<file path="src/rtl/pipeline_pkg.sv">
// Shared fetch-stage types and constants: datapath width, NOP encoding,
// fetch fault index, fetch FSM states and the IF/ID entry layout.
package pipeline_pkg;

    localparam int          DATA_WIDTH  = 64;
    localparam logic [31:0] NOP_INST    = 32'h0000_0013;
    localparam int          FETCH_ERROR = 0;

    typedef enum logic [1:0] {
        IDLE  = 2'd0,
        REQ   = 2'd1,
        DRAIN = 2'd2
    } fetch_state_t;

    typedef struct packed {
        logic [DATA_WIDTH-1:0] pc;
        logic [31:0]           inst;
        logic [DATA_WIDTH-1:0] pcp;
        logic [7:0]            exc;
    } fetch_entry_t;

    // Builds an IF/ID entry; the predicted next PC is always pc+4 (wrapping).
    function automatic fetch_entry_t make_entry(input logic [DATA_WIDTH-1:0] pc,
                                                input logic [31:0]           inst,
                                                input logic [7:0]            exc);
        fetch_entry_t e;
        e.pc   = pc;
        e.inst = inst;
        e.pcp  = pc + DATA_WIDTH'(4);
        e.exc  = exc;
        return e;
    endfunction

endpackage

</file>
<file path="src/rtl/fetch_skid.sv">
// One-entry skid buffer catching a fetch response that arrives while the
// IF/ID register is held by a stall.
module fetch_skid
    import pipeline_pkg::*;
(
    input  logic         clk,
    input  logic         rst,
    input  logic         clear_i,
    input  logic         push_i,
    input  logic         pop_i,
    input  fetch_entry_t entry_i,
    output logic         valid_o,
    output fetch_entry_t entry_o
);

    logic         valid_q, valid_d;
    fetch_entry_t entry_q;

    // Occupancy next state: clear beats push, push beats pop.
    always_comb begin
        valid_d = valid_q;
        if (clear_i) begin
            valid_d = 1'b0;
        end else if (push_i) begin
            valid_d = 1'b1;
        end else if (pop_i) begin
            valid_d = 1'b0;
        end
    end

    // Occupancy flag register.
    always_ff @(posedge clk) begin
        // NOTE: sequential state uses non-blocking assignments so every flop samples pre-edge values.
        if (rst) begin
            valid_q <= 1'b0;
        end else begin
            valid_q <= valid_d;
        end
    end

    // Payload register, captured on push.
    always_ff @(posedge clk) begin
        // NOTE: payload is qualified by valid_q, so it needs no reset and stays a plain enable flop.
        if (push_i && !clear_i) begin
            entry_q <= entry_i;
        end
    end

    assign valid_o = valid_q;
    assign entry_o = entry_q;

endmodule

</file>
<file path="src/rtl/fetch_ctrl.sv">
// Instruction fetch controller: drives the instruction memory request,
// fills the IF/ID register (with a one-entry skid for stalls), handles
// redirects with a drain state for an outstanding request, and raises a
// fetch fault for misaligned PCs.
module fetch_ctrl
    import pipeline_pkg::*;
#(
    parameter logic [DATA_WIDTH-1:0] RESET_PC   = 64'h0000_0000_0000_0000,
    parameter int                    FetchError = FETCH_ERROR
) (
    input  logic                  clk,
    input  logic                  rst,
    input  logic                  stall,
    input  logic                  prediction_failed,
    input  logic [DATA_WIDTH-1:0] pcn,
    input  logic                  flush_if,
    input  logic [DATA_WIDTH-1:0] trap_pc,
    output logic                  imem_req,
    output logic [DATA_WIDTH-1:0] imem_addr,
    input  logic                  imem_valid,
    input  logic [31:0]           imem_rdata,
    output logic                  if_id_valid,
    output logic [DATA_WIDTH-1:0] if_id_pc,
    output logic [31:0]           if_id_inst,
    output logic [DATA_WIDTH-1:0] if_id_pcp,
    output logic [7:0]            if_id_exception
);

    fetch_state_t          state_q, state_d;
    logic [DATA_WIDTH-1:0] pc_q, pc_d;
    logic [DATA_WIDTH-1:0] drain_addr_q, drain_addr_d;
    logic                  fault_q, fault_d;
    logic                  if_id_valid_q, if_id_valid_d;
    fetch_entry_t          if_id_q, if_id_d;

    logic                  redirect;
    logic [DATA_WIDTH-1:0] target;
    logic                  hold;
    logic                  accept;
    logic                  fault;
    logic [7:0]            fault_exc;
    fetch_entry_t          resp_entry;
    logic                  skid_push, skid_pop, skid_valid;
    fetch_entry_t          skid_entry;

    fetch_skid u_skid (
        .clk     (clk),
        .rst     (rst),
        .clear_i (redirect),
        .push_i  (skid_push),
        .pop_i   (skid_pop),
        .entry_i (resp_entry),
        .valid_o (skid_valid),
        .entry_o (skid_entry)
    );

    // Next-state, memory request and IF/ID update logic.
    always_comb begin
        // NOTE: every always_comb output gets a default first so no path can infer a latch.
        state_d       = state_q;
        pc_d          = pc_q;
        drain_addr_d  = drain_addr_q;
        fault_d       = fault_q;
        if_id_valid_d = if_id_valid_q;
        if_id_d       = if_id_q;
        skid_push     = 1'b0;
        skid_pop      = 1'b0;
        imem_req      = 1'b0;
        imem_addr     = pc_q;

        redirect   = prediction_failed | flush_if;
        target     = flush_if ? trap_pc : pcn;
        hold       = stall & if_id_valid_q;
        fault_exc  = '0;
        fault_exc[FetchError] = 1'b1;
        resp_entry = make_entry(pc_q, imem_rdata, 8'h00);

        // A request is only issued for an aligned PC with room for its response;
        // in DRAIN the old request is kept alive at its original address.
        unique case (state_q)
            REQ:     imem_req = (pc_q[1:0] == 2'b00) && !skid_valid;
            DRAIN: begin
                imem_req  = 1'b1;
                imem_addr = drain_addr_q;
            end
            default: imem_req = 1'b0;
        endcase

        accept = (state_q == REQ) && imem_req && imem_valid && !redirect;
        fault  = (state_q == REQ) && (pc_q[1:0] != 2'b00) && !fault_q
                 && !skid_valid && !redirect;

        // FSM transitions.
        unique case (state_q)
            IDLE:  state_d = REQ;
            REQ:   if (redirect && imem_req && !imem_valid) begin
                       state_d      = DRAIN;
                       drain_addr_d = pc_q;
                   end
            DRAIN: if (imem_valid) state_d = REQ;
            default: state_d = IDLE;
        endcase

        // PC update: redirect wins over sequential advance.
        if (redirect) begin
            pc_d = target;
        end else if (accept) begin
            pc_d = pc_q + DATA_WIDTH'(4);
        end

        // IF/ID update: redirect > hold > skid drain > new response > fault entry.
        if (redirect) begin
            if_id_valid_d = 1'b0;
            fault_d       = 1'b0;
        end else if (hold) begin
            skid_push = accept;
        end else if (skid_valid) begin
            if_id_d       = skid_entry;
            if_id_valid_d = 1'b1;
            skid_pop      = 1'b1;
        end else if (accept) begin
            if_id_d       = resp_entry;
            if_id_valid_d = 1'b1;
        end else if (fault) begin
            if_id_d       = make_entry(pc_q, NOP_INST, fault_exc);
            if_id_valid_d = 1'b1;
            fault_d       = 1'b1;
        end else begin
            if_id_valid_d = 1'b0;
        end
    end

    // State, PC and IF/ID registers with synchronous reset.
    always_ff @(posedge clk) begin
        if (rst) begin
            state_q       <= IDLE;
            pc_q          <= RESET_PC;
            drain_addr_q  <= '0;
            fault_q       <= 1'b0;
            if_id_valid_q <= 1'b0;
            if_id_q       <= '{pc: '0, inst: NOP_INST, pcp: '0, exc: '0};
        end else begin
            state_q       <= state_d;
            pc_q          <= pc_d;
            drain_addr_q  <= drain_addr_d;
            fault_q       <= fault_d;
            if_id_valid_q <= if_id_valid_d;
            if_id_q       <= if_id_d;
        end
    end

    assign if_id_valid     = if_id_valid_q;
    assign if_id_pc        = if_id_q.pc;
    assign if_id_inst      = if_id_q.inst;
    assign if_id_pcp       = if_id_q.pcp;
    assign if_id_exception = if_id_q.exc;

endmodule

</file>
<file path="config.mk">
export PLATFORM = sky130hd
export DESIGN_NAME = fetch_ctrl
export DESIGN_NICKNAME = d
export VERILOG_FILES = /design/src/rtl/pipeline_pkg.sv /design/src/rtl/fetch_skid.sv /design/src/rtl/fetch_ctrl.sv
export SDC_FILE = /design/constraint.sdc
export NUM_CORES = 1
export LEC_CHECK = 0
export BUFFER_PORTS_ARGS = -buffer_cell sky130_fd_sc_hd__buf_2
export CAP_MARGIN = 20
export CORE_UTILIZATION = 25
export CTS_CLUSTER_DIAMETER = 40
export CTS_CLUSTER_SIZE = 40
export DETAILED_ROUTE_END_ITERATION = 10
export SYNTH_ARGS = -nofsm -noshare
export SYNTH_HDL_FRONTEND = slang
export SYNTH_SLANG_ARGS = --single-unit
export TNS_END_PERCENT = 30
</file>
<file path="constraint.sdc">
create_clock -name clk -period 16.2 [get_ports clk]
set_input_delay 3.24 -clock clk [delete_from_list [all_inputs] [get_ports clk]]
set_output_delay 3.24 -clock clk [all_outputs]
set_load 0.02 [all_outputs]
</file>
==> impl_results.md <==
- Worst skew pair latency: 0.63 ns
- Critical Path Source: flush_if
- Final Util: 0.323
- H-tree depth: 3
- Syn Std Cell Area: 20,300 µm²
- Max-cap viol count: 0
- Largest cells by area after synthesis: dfxtp_1 29%, edfxtp_1 23%, nand2_1 4.8%, mux2i_1 3.7%, mux2_2 3.2%
- Routed len/inst: 21.1 µm
- # port buffers: 392
- Setup CP Type: input port to flip-flop
- Slew Viols, Final: 0
- Post-Route WL: 73,600 µm
- Worst vdd ir: 70.9 µV
- Sequential-to-total area share from yosys stat: 0.522
- Synth top area share: 0.288
- Worst R2R Setup Slack: 11.76 ns
- Worst-path maximum fanout: 92
- FP Rows: 104
- Critical-path top delay cell: buf_4
- Total grt overflow: 0
- TNS Setup: 0 ns
- CP peak stage delay: 0.92 ns
- GRT Overall Usage: 0.174
- DR iter-0 viols: 1,160
- Cell depth of the worst flop-to-flop path: 10
- Root Driver: clkbuf_16
- Period utilization: 0.378
- TritonCTS sink count: 450
- Critical-path cell list: buf_2 -> buf_4 -> nor3_1 -> o2111a_1 -> o311a_4 -> buf_4 -> o21ai_0 -> o21bai_1 -> a21oi_1
- RSZ-0062 raised after global routing: false
- Post-CTS sizing: 0
- Max Fclk: 163 MHz
- Placer Congestion: 0.828
- Post-synthesis to final-layout area growth: 28.0%
- Post-Place Setup Slack: 9.44 ns
- Final setup viols: 0
- Crit path time final: 6.12 ns
- Initial Util: 0.252
- CTS tree: built
- Hold Crit Class: flip-flop to flip-flop
- Cells after Synth: 2,047
- Final Non-Filler Cells: 3,489
- Crit path buf inv count: 3
- P_leak: 9.51 nW
- Reg2reg start: state_q[0]
- Least-Margin Pin Slew: 1.08 ns
- Vias: 16,900
- Largest net degree at the start of global routing: 93
- Setup WS post-layout: 10.08 ns
- CTS Hold Buffers Added: 0
- # Post-CTS Setup Buffers: 0
- Top delay family on crit path: buffers and inverters
- Worst hold slack: 0.446 ns
- First-pass GRT wire length: 107,000 µm
- Max-slew headroom: 0.281
- Asr flop ratio synth: 0
- Worst Path Required: 16.74 ns
- Die X: 287 µm
- Clock Tree Buf Depth: 3
- Placed Cells: 3,324
- Critical Path Sink: if_id_pcp[23]
- Final hold vios: 0
- RR Endpoint: if_id_pcp[23]
- Detail Route Antenna Nets: 0
- Dominant cell type by area after synthesis: dfxtp_1
- Synth Area per Inst: 9.91 µm²
- Critical Path Sink Type: flip-flop
- CP startpoint kind: input port
- PD cells: 127 nW/µm²
- Instance count on the critical path: 9
- Synth warn: 0
- Die height: 287 µm
- Main synth FF type: dfxtp_1
- Flops & latches, synth: 450
- Setup Skew: 0.0258 ns
- Nets: 2,522
- Layout cells sized above 1: 0.284
- Clock transition at the registers of the reported paths: 0.05 ns
- Arrival time at the worst endpoint: 6.66 ns
- Top-Level Pins: 400
- EDFF count, synth: 158
- Status: completed
- Die area: 82,300 µm²
- CTS Buf Count: 86
- Vias in the first global route: 16,000
- Distinct cells, synth: 70
- Core Region: 80,400 µm²
- Drt via density: 4.85
- First drt pass iteration count: 5
- Most frequent CP cell: buf_4
- Initial antenna violation count: 4
- DP HPWL: 51,000 µm
- Drt drc: 0
==> tightest hold or removal path: cells and delay by family, from the launching register on <==
family | cells | cell delay [ns]
DFF | 1 | 0.30
and+or+nand+nor | 1 | 0.05
AOI/OAI and AO/OA | 1 | 0.05
==> per-layer routing <==
metal	up-vias	track usage	share of wire
li1	8041	-	-
met1	8236	0.244	0.47
met2	552	0.254	0.43
met3	108	0.0492	0.082
met4	2	0.0576	0.023
met5	-	0	0.00015
==> registers in the layout (all words and copies together) (netlist names) <==
signal and cells:
if_id_pc 64, u_skid.entry_o 158, if_id_valid 1, fault_q 1
if_id_inst 32, if_id_exception 1, drain_addr_q 64, if_id_pcp 62
state_q 2, pc_q 64, u_skid.valid_o 1
==> how the worst min path moves through the flow <==
stage          cells past startpoint                  end             start  slack, ns
2_1_floorplan                      0  u_skid.entry_o[113]           pc_q[9]       0.40
3_3_place_gp                       2        if_id_pcp[18]     if_id_pcp[18]       0.44
3_5_place_dp                       2     drain_addr_q[14]  drain_addr_q[14]       0.44
4_1_cts                            2        if_id_pcp[18]     if_id_pcp[18]       0.45
5_1_grt                            2        if_id_pcp[29]     if_id_pcp[29]       0.46
6_report                           2        if_id_pcp[29]     if_id_pcp[29]       0.45
==> through the flow <==
stage               cell area (µm²)  power (mW)
floorplan                     20300        1.38
global placement              23000        1.48
detailed placement            23000        1.48
CTS                           25900        3.32
global route                  25900        3.40
finish                        26000        3.28
==> where the power goes <==
group | internal, mW | switching (mW)
Clock | 1.17 | 0.653
Combinational | 0.0782 | 0.145
Sequential | 1.19 | 0.0409
Total | 2.45 | 0.838
==> area by class of cell <==
| class | count | area [µm²] |
|---|---|---|
| Sequential cell | 450 | 10600 |
| Clock inverter | 55 | 629 |
| Antenna cell | 4 | 10.0 |
| Tap cell | 1060 | 1330 |
| Multi-Input combinational cell | 1365 | 8740 |
| Clock buffer | 106 | 2340 |
| Fill cell | 8338 | 54500 |
| Inverter | 22 | 82.6 |
| Timing Repair Buffer | 427 | 2230 |
==> kinds of logic after synthesis <==
logic type / Yosys count / synth area share
other: 1 / 0.000185
buffers and inverters: 238 / 0.0519
AND/OR/NAND/NOR: 670 / 0.162
adder cells (fa/ha/maj): 4 / 0.00247
XOR/XNOR: 109 / 0.0474
flip-flops: 450 / 0.522
multiplexers: 132 / 0.0687
AO/OA/AOI/OAI: 443 / 0.145
==> cell usage after synthesis, drive strengths merged, types with 3 or more instances <==
cell    number
a31o        15
edfxtp     158
o21bai       6
mux2        58
ha           4
xnor2       54
nor4b        4
a211oi      75
nand4       52
mux2i       74
nand2      261
o221ai       7
nand2b      31
a22oi       36
nor2       152
or2          6
nor4        25
buf         88
clkbuf     128
a221oi      30
xor2        55
nor3        74
and4         8
o22ai       44
and3         7
o21ai       47
dfxtp      292
or4          3
a21oi      126
inv         21
nand3       37
o211ai      32
o21a         5
and2         5
or3          4
==> cells in the final DEF, fill, tap and decap left out, drive strengths merged, types with 15 or more instances in the layout <==
cell	count
nand4	52
a21oi	126
o211ai	32
dfxtp	292
mux2i	74
xnor2	54
buf	427
inv	43
xor2	55
clkinv	20
nand2	261
nor4	25
edfxtp	158
nand3	37
o22ai	44
mux2	58
a31o	15
clkbuf	106
nand2b	31
a22oi	36
a211oi	75
o21ai	47
nor3	74
nor2	152
a221oi	30
Note: power is estimated with default switching activity, not from simulation.
